**src/rtl/seq_det_pkg.sv**
```systemverilog
// Shared constants and helpers for the programmable sequence detector.
package seq_det_pkg;

    localparam int unsigned MAX_PAT_W = 16;

    // After reset the detector acts as an overlapping all-ones detector.
    localparam logic [MAX_PAT_W-1:0] DEF_PATTERN = '1;
    localparam logic                 DEF_OVERLAP = 1'b1;

    // A length of 0 or anything beyond the physical width selects the full width.
    function automatic int unsigned clamp_len(input int unsigned len, input int unsigned pat_w);
        return ((len == 0) || (len > pat_w)) ? pat_w : len;
    endfunction

    // Ones in the low 'len' positions; positions above the active length are ignored.
    function automatic logic [MAX_PAT_W-1:0] len_mask(input int unsigned len);
        logic [MAX_PAT_W-1:0] ones;
        ones = '1;
        if (len >= MAX_PAT_W) begin
            return ones;
        end
        return ~(ones << len);
    endfunction

endpackage

```
**src/rtl/seq_pattern_detector_if.sv**
```systemverilog
// Configuration, serial stream and status signals of the sequence detector.
interface seq_pattern_detector_if #(
    parameter int PAT_W = 4,
    parameter int LEN_W = $clog2(PAT_W + 1),
    parameter int CNT_W = 8
);
    logic             cfg_load;
    logic [PAT_W-1:0] cfg_pattern;
    logic [LEN_W-1:0] cfg_len;
    logic             cfg_overlap;
    logic             seq_valid;
    logic             seq_in;
    logic             seq_out;
    logic             count_clr;
    logic [CNT_W-1:0] match_count;

    modport master (
        output cfg_load, cfg_pattern, cfg_len, cfg_overlap,
        output seq_valid, seq_in, count_clr,
        input  seq_out, match_count
    );

    modport slave (
        input  cfg_load, cfg_pattern, cfg_len, cfg_overlap,
        input  seq_valid, seq_in, count_clr,
        output seq_out, match_count
    );
endinterface

```
**src/rtl/seq_det_sat_counter.sv**
```systemverilog
// Saturating event counter; a clear coinciding with an increment yields 1.
module seq_det_sat_counter #(
    parameter int CNT_W = 8
) (
    input  logic             clock,
    input  logic             reset,
    input  logic             inc,
    input  logic             clr,
    output logic [CNT_W-1:0] count
);
    logic [CNT_W-1:0] count_q;
    logic [CNT_W-1:0] count_d;

    // Next count: clear wins over hold, increment stops at all-ones.
    always_comb begin
        count_d = count_q;
        if (clr) begin
            count_d = inc ? CNT_W'(1) : '0;
        end else if (inc && (count_q != '1)) begin
            count_d = count_q + CNT_W'(1);
        end
    end

    // Count register with synchronous reset.
    always_ff @(posedge clock) begin
        if (reset) begin
            count_q <= '0;
        end else begin
            count_q <= count_d;
        end
    end

    assign count = count_q;
endmodule

```
**src/rtl/seq_pattern_detector.sv**
```systemverilog
// Runtime-programmable Moore sequence detector (1..PAT_W bit pattern,
// overlapping or non-overlapping). The saturating match counter is present
// only when SEQDET_COUNT_EN is defined; otherwise match_count reads 0.
module seq_pattern_detector
    import seq_det_pkg::*;
#(
    parameter int PAT_W = 4,
    parameter int LEN_W = $clog2(PAT_W + 1),
    parameter int CNT_W = 8
) (
    input  logic                   clock,
    input  logic                   reset,
    seq_pattern_detector_if.slave  bus
);
    localparam logic [PAT_W-1:0] PAT_RST = DEF_PATTERN[PAT_W-1:0];
    localparam logic [LEN_W-1:0] LEN_RST = LEN_W'(PAT_W);

    logic [PAT_W-1:0] pat_q,  pat_d;
    logic [LEN_W-1:0] len_q,  len_d;
    logic             ovl_q,  ovl_d;
    logic [PAT_W-1:0] hist_q, hist_d;
    logic [LEN_W-1:0] fill_q, fill_d;
    logic             seq_out_q, seq_out_d;

    logic [PAT_W-1:0]     hist_n;
    logic [LEN_W-1:0]     fill_n;
    logic [MAX_PAT_W-1:0] mask;
    logic                 hit;
    logic                 match;

    // Candidate history/fill if the current bit were accepted, and whether it completes the pattern.
    always_comb begin
        hist_n = {hist_q[PAT_W-2:0], bus.seq_in};
        fill_n = (fill_q >= len_q) ? len_q : fill_q + LEN_W'(1);
        mask   = len_mask(32'(len_q));
        hit    = (fill_n == len_q) &&
                 ((MAX_PAT_W'(hist_n) & mask) == (MAX_PAT_W'(pat_q) & mask));
    end

    // Next state: cfg_load flushes history and discards the coincident bit; gaps hold everything.
    always_comb begin
        pat_d     = pat_q;
        len_d     = len_q;
        ovl_d     = ovl_q;
        hist_d    = hist_q;
        fill_d    = fill_q;
        seq_out_d = seq_out_q;
        match     = 1'b0;
        if (bus.cfg_load) begin
            pat_d     = bus.cfg_pattern;
            len_d     = LEN_W'(clamp_len(32'(bus.cfg_len), PAT_W));
            ovl_d     = bus.cfg_overlap;
            hist_d    = '0;
            fill_d    = '0;
            seq_out_d = 1'b0;
        end else if (bus.seq_valid) begin
            match     = hit;
            hist_d    = hist_n;
            seq_out_d = hit;
            fill_d    = (hit && !ovl_q) ? '0 : fill_n;
        end
    end

    // Configuration and detector registers with synchronous reset.
    always_ff @(posedge clock) begin
        if (reset) begin
            pat_q     <= PAT_RST;
            len_q     <= LEN_RST;
            ovl_q     <= DEF_OVERLAP;
            hist_q    <= '0;
            fill_q    <= '0;
            seq_out_q <= 1'b0;
        end else begin
            pat_q     <= pat_d;
            len_q     <= len_d;
            ovl_q     <= ovl_d;
            hist_q    <= hist_d;
            fill_q    <= fill_d;
            seq_out_q <= seq_out_d;
        end
    end

    assign bus.seq_out = seq_out_q;

`ifdef SEQDET_COUNT_EN
    seq_det_sat_counter #(
        .CNT_W (CNT_W)
    ) u_sat_counter (
        .clock (clock),
        .reset (reset),
        .inc   (match),
        .clr   (bus.count_clr),
        .count (bus.match_count)
    );
`else
    logic unused_cnt;
    assign unused_cnt      = match & bus.count_clr;
    assign bus.match_count = '0;
`endif

endmodule

```
**src/flat_wrapper.sv**
```systemverilog
// flat-port wrapper written by rule: the top's interface ports become plain ports
module seq_pattern_detector_flat import seq_det_pkg::*;
#(
    parameter int PAT_W = 4,
    parameter int LEN_W = $clog2(PAT_W + 1),
    parameter int CNT_W = 8
)
  (clock, reset, bus_cfg_load, bus_cfg_pattern, bus_cfg_len, bus_cfg_overlap, bus_seq_valid, bus_seq_in, bus_count_clr, bus_seq_out, bus_match_count);
  seq_pattern_detector_if #(.PAT_W(PAT_W), .LEN_W(LEN_W), .CNT_W(CNT_W)) bus_i ();
  input  logic clock;
  input  logic reset;
  input wire logic [$bits(bus_i.cfg_load)-1:0] bus_cfg_load;
  input wire logic [$bits(bus_i.cfg_pattern)-1:0] bus_cfg_pattern;
  input wire logic [$bits(bus_i.cfg_len)-1:0] bus_cfg_len;
  input wire logic [$bits(bus_i.cfg_overlap)-1:0] bus_cfg_overlap;
  input wire logic [$bits(bus_i.seq_valid)-1:0] bus_seq_valid;
  input wire logic [$bits(bus_i.seq_in)-1:0] bus_seq_in;
  input wire logic [$bits(bus_i.count_clr)-1:0] bus_count_clr;
  output wire logic [$bits(bus_i.seq_out)-1:0] bus_seq_out;
  output wire logic [$bits(bus_i.match_count)-1:0] bus_match_count;
  assign bus_i.cfg_load = bus_cfg_load;
  assign bus_i.cfg_pattern = bus_cfg_pattern;
  assign bus_i.cfg_len = bus_cfg_len;
  assign bus_i.cfg_overlap = bus_cfg_overlap;
  assign bus_i.seq_valid = bus_seq_valid;
  assign bus_i.seq_in = bus_seq_in;
  assign bus_i.count_clr = bus_count_clr;
  assign bus_seq_out = bus_i.seq_out;
  assign bus_match_count = bus_i.match_count;
  seq_pattern_detector #(.PAT_W(PAT_W), .LEN_W(LEN_W), .CNT_W(CNT_W)) u_core (.clock(clock), .reset(reset), .bus(bus_i));
endmodule
```
**config.mk**
```make
export PLATFORM = sky130hd
export DESIGN_NAME = seq_pattern_detector_flat
export DESIGN_NICKNAME = d
export VERILOG_FILES = /design/src/rtl/seq_det_pkg.sv /design/src/rtl/seq_pattern_detector_if.sv /design/src/rtl/seq_det_sat_counter.sv /design/src/rtl/seq_pattern_detector.sv /design/src/flat_wrapper.sv
export SDC_FILE = /design/constraint.sdc
export NUM_CORES = 1
export LEC_CHECK = 0
export ABC_AREA = 1
export BUFFER_PORTS_ARGS = -buffer_cell sky130_fd_sc_hd__buf_2
export CAP_MARGIN = 15
export CORE_ASPECT_RATIO = 1.75
export CORE_MARGIN = 4
export CORE_UTILIZATION = 25
export DETAILED_ROUTE_END_ITERATION = 12
export PLACE_DENSITY = 0.42
export SYNTH_ARGS = -nofsm -noshare
export SYNTH_HDL_FRONTEND = slang
export SYNTH_SLANG_ARGS = --single-unit
```
**constraint.sdc**
```tcl
create_clock -name clock -period 4.05 [get_ports clock]
set_input_delay 0.6075 -clock clock [delete_from_list [all_inputs] [get_ports clock]]
set_output_delay 0.6075 -clock clock [all_outputs]
set_load 0.02 [all_outputs]
```
==> reports/metrics.cfg <==
[timing]
hold_ws_ps = 460
final_max_slew_viol_count = 0
rsz0062_at_grt = false
period_minus_slack_ps = 1740
max_freq_ghz = 0.575
setup_viol = 0
min_period_over_period_pct = 42.9
hold_violations = 0
worst_clock_skew_ps = 2.18
tns_ps = 0

[clock_network]
clock_latency_ps = 240
cts-root-buf = clkbuf_8
cts_max_path_buffers = 2
cts_resized = 0
clock-sinks = 15
post_cts_buffers = 0
cts_buffers = 3
cts_tree = done
cts_hold_buf = 0
clkSlewWorstSetupHoldPaths_ps = 60
htree_levels = 1

[routing]
wirelength_mm = 2.14
drc = 0
drt_first_iter_violations = 17
viasPerCell = 4.28
wl_per_cell_um = 10.9
firstDrtPassIters = 4
drtAntennaViolNets = 0
vias = 839

[run_status]
outcome = completed

[die]
die_area_mm2 = 0.00493
start_util_pct = 26.2
die_x_um = 54.8
rows = 29
boundaryPins = 23
core_mm2 = 0.00366
die_h_um = 89.9

[power]
combPwrFrac_pct = 20.7
switching_power_mw = 0.103
peakVddDrop_mv = 0.208
clockPowerShare_pct = 33.7
powerDensity_mw_per_mm2 = 325
power_switching_share_pct = 29.1
p_leak_nw = 0.513
p_seq_share_pct = 45.6
p_int_mw = 0.250

[logic_synthesis]
synth_area_leader_cell = dfxtp_1
syn_area_um2 = 958
synth_ff_type = dfxtp_1
seq_area_frac_synth_pct = 31.3
synth_area_per_cell_um2 = 7.05
synthArstFlopShare_pct = 0
ys_ff_latch = 15
synth_cell_type_count = 24
synth_common_cells = nand2_1, inv_1, dfxtp_1, a21oi_1, o21ai_0
yosysTopAreaCellShare_pct = 31.3
syn_inst = 136
yosysWarnings = 0
yosysMostFrequentCell = nand2_1
synth_edf_count = 0
ys_top_cells_by_area = dfxtp_1, nand2_1, ha_1

[cells_and_area]
drive_gt1_share_pct = 21.3
antenna_cells = 0
layout.nets = 170
final_util_pct = 29.6
syn2layout_area_growth_pct = 13.2

[global_route]
antenna_found_initial = 0
grt_first_pass_wirelength_mm = 3.82
grt_max_degree = 15
track_usage_pct = 10.4
grt_overflow = 0
first_global_vias = 891

[placement]
dp_hpwl_mm = 1.78
place.gp.congestion = 0.785
port_buffers = 13

[worst_setup_path]
required_ps = 4180
reg2reg_from = u_core.len_q[2]$_SDFFE_PP1P_
worstPathArrival_ps = 1870
endpoint = u_core.fill_q[0]$_SDFFE_PP0P_
cp-end-kind = register
startpoint = u_core.len_q[2]$_SDFFE_PP1P_
reg2regPathDepth = 11
path_max_fanout = 7
start_kind = register
reg2reg_slack_ps = 2310
reg2reg_to = u_core.fill_q[0]$_SDFFE_PP0P_
worstSetupPathType = register to register

[hold_path]
min_path_type = register to register

[job]
drv_cap = 0

==> how the worst min path moves through the flow <==
stage	slack (ps)	end	depth (start not counted)	start
final	460	u_core.hist_q[2]$_SDFFE_PP0P_	2	u_core.hist_q[2]$_SDFFE_PP0P_
after CTS	470	u_core.hist_q[2]$_SDFFE_PP0P_	2	u_core.hist_q[2]$_SDFFE_PP0P_
after floorplan	440	u_core.hist_q[2]$_SDFFE_PP0P_	2	u_core.hist_q[2]$_SDFFE_PP0P_
after detailed placement	460	u_core.hist_q[2]$_SDFFE_PP0P_	2	u_core.hist_q[2]$_SDFFE_PP0P_
after global placement	460	u_core.hist_q[2]$_SDFFE_PP0P_	2	u_core.hist_q[2]$_SDFFE_PP0P_
after global routing	510	u_core.hist_q[2]$_SDFFE_PP0P_	2	u_core.hist_q[2]$_SDFFE_PP0P_
==> placed cells by master, fill, tap and decap left out <==
cell type  netlist  layout
nand4_1          5       5
o21ai_0         10      10
o22ai_1          1       1
nor2_2           1       1
inv_1           16      16
nand2_2          1       1
conb_1           1       8
o21ai_4          1       1
ha_1             5       5
xnor2_1          1       1
nor2_1           9       9
a21oi_4          1       1
clkbuf_1         2       1
nand3_1          5       5
buf_2            0      13
nand2_1         30      30
inv_2            5       5
dfxtp_1         15      15
o32ai_1          1       1
a211oi_2         2       2
a21oi_2          2       2
or2_2            1       1
clkbuf_8         0       3
nand3_2          2       2
a21oi_1         11      11
==> cells by family (layout without fill, tap and decap cells) <==
kind of cell	Yosys count	count (layout)	synth area share [%]
buffers and inverters	31	38	15.3
other	1	8	0.391
AND/OR/NAND/NOR	54	54	25.2
XOR/XNOR	1	1	0.914
adder cells (fa/ha/maj)	5	5	6.53
AO/OA/AOI/OAI	29	29	20.4
flip-flops	15	15	31.3
==> state kept, by name, indices dropped and copies added (netlist names) <==
name                count
u_core.fill_q           3
u_core.hist_q           3
u_core.bus.seq_out      1
u_core.len_q            3
u_core.ovl_q            1
u_core.pat_q            4
==> metrics by stage <==
stage,setup slack (ps),std cells,power [mW],cell area [um2]
4_1_cts,2280,196,0.361,1080
3_3_place_gp,2310,192,0.237,1040
2_1_floorplan,2530,143,0.225,985
5_1_grt,2100,196,0.380,1080
6_report,2310,196,0.353,1080
3_5_place_dp,2300,192,0.238,1040
==> routing by layer <==
| layer | up-vias | track usage (%) | wire (um) |
|---|---|---|---|
| met1 | 370 | 10.5 | 791 |
| met4 | 0 | 6.44 | 42 |
| li1 | 455 | - | - |
| met2 | 10 | 18.7 | 1250 |
| met5 | - | 0 | 0 |
| met3 | 4 | 0.993 | 49 |
==> power by group through the flow <==
stage | clock network [mW] | logic, mW | registers, mW
after floorplan | 0 | 0.0616 | 0.163
after global placement | 0 | 0.0731 | 0.164
after detailed placement | 0 | 0.0738 | 0.164
after CTS | 0.126 | 0.0742 | 0.161
after global routing | 0.132 | 0.0851 | 0.162
final | 0.119 | 0.0732 | 0.161
==> layout make-up <==
cell class,instances,area (um2)
Inverter,21,78.8
Multi-Input combinational cell,97,538
Fill cell,415,2580
Timing Repair Buffer,13,65.1
Sequential cell,15,300
Clock buffer,4,45.0
Tap cell,46,57.6
==> worst max-delay path: stages, from the launching register on <==
cell and delay [ps]:
dfxtp_1 380, inv_2 100, ha_1 340, nand2_1 80, inv_2 70, o21ai_4 80, nand4_1 80, nand2_1 70
nor2_1 150, nand3_2 130, nand2_1 100, a21oi_2 50
No activity file was read; power rests on OpenSTA's default activity.
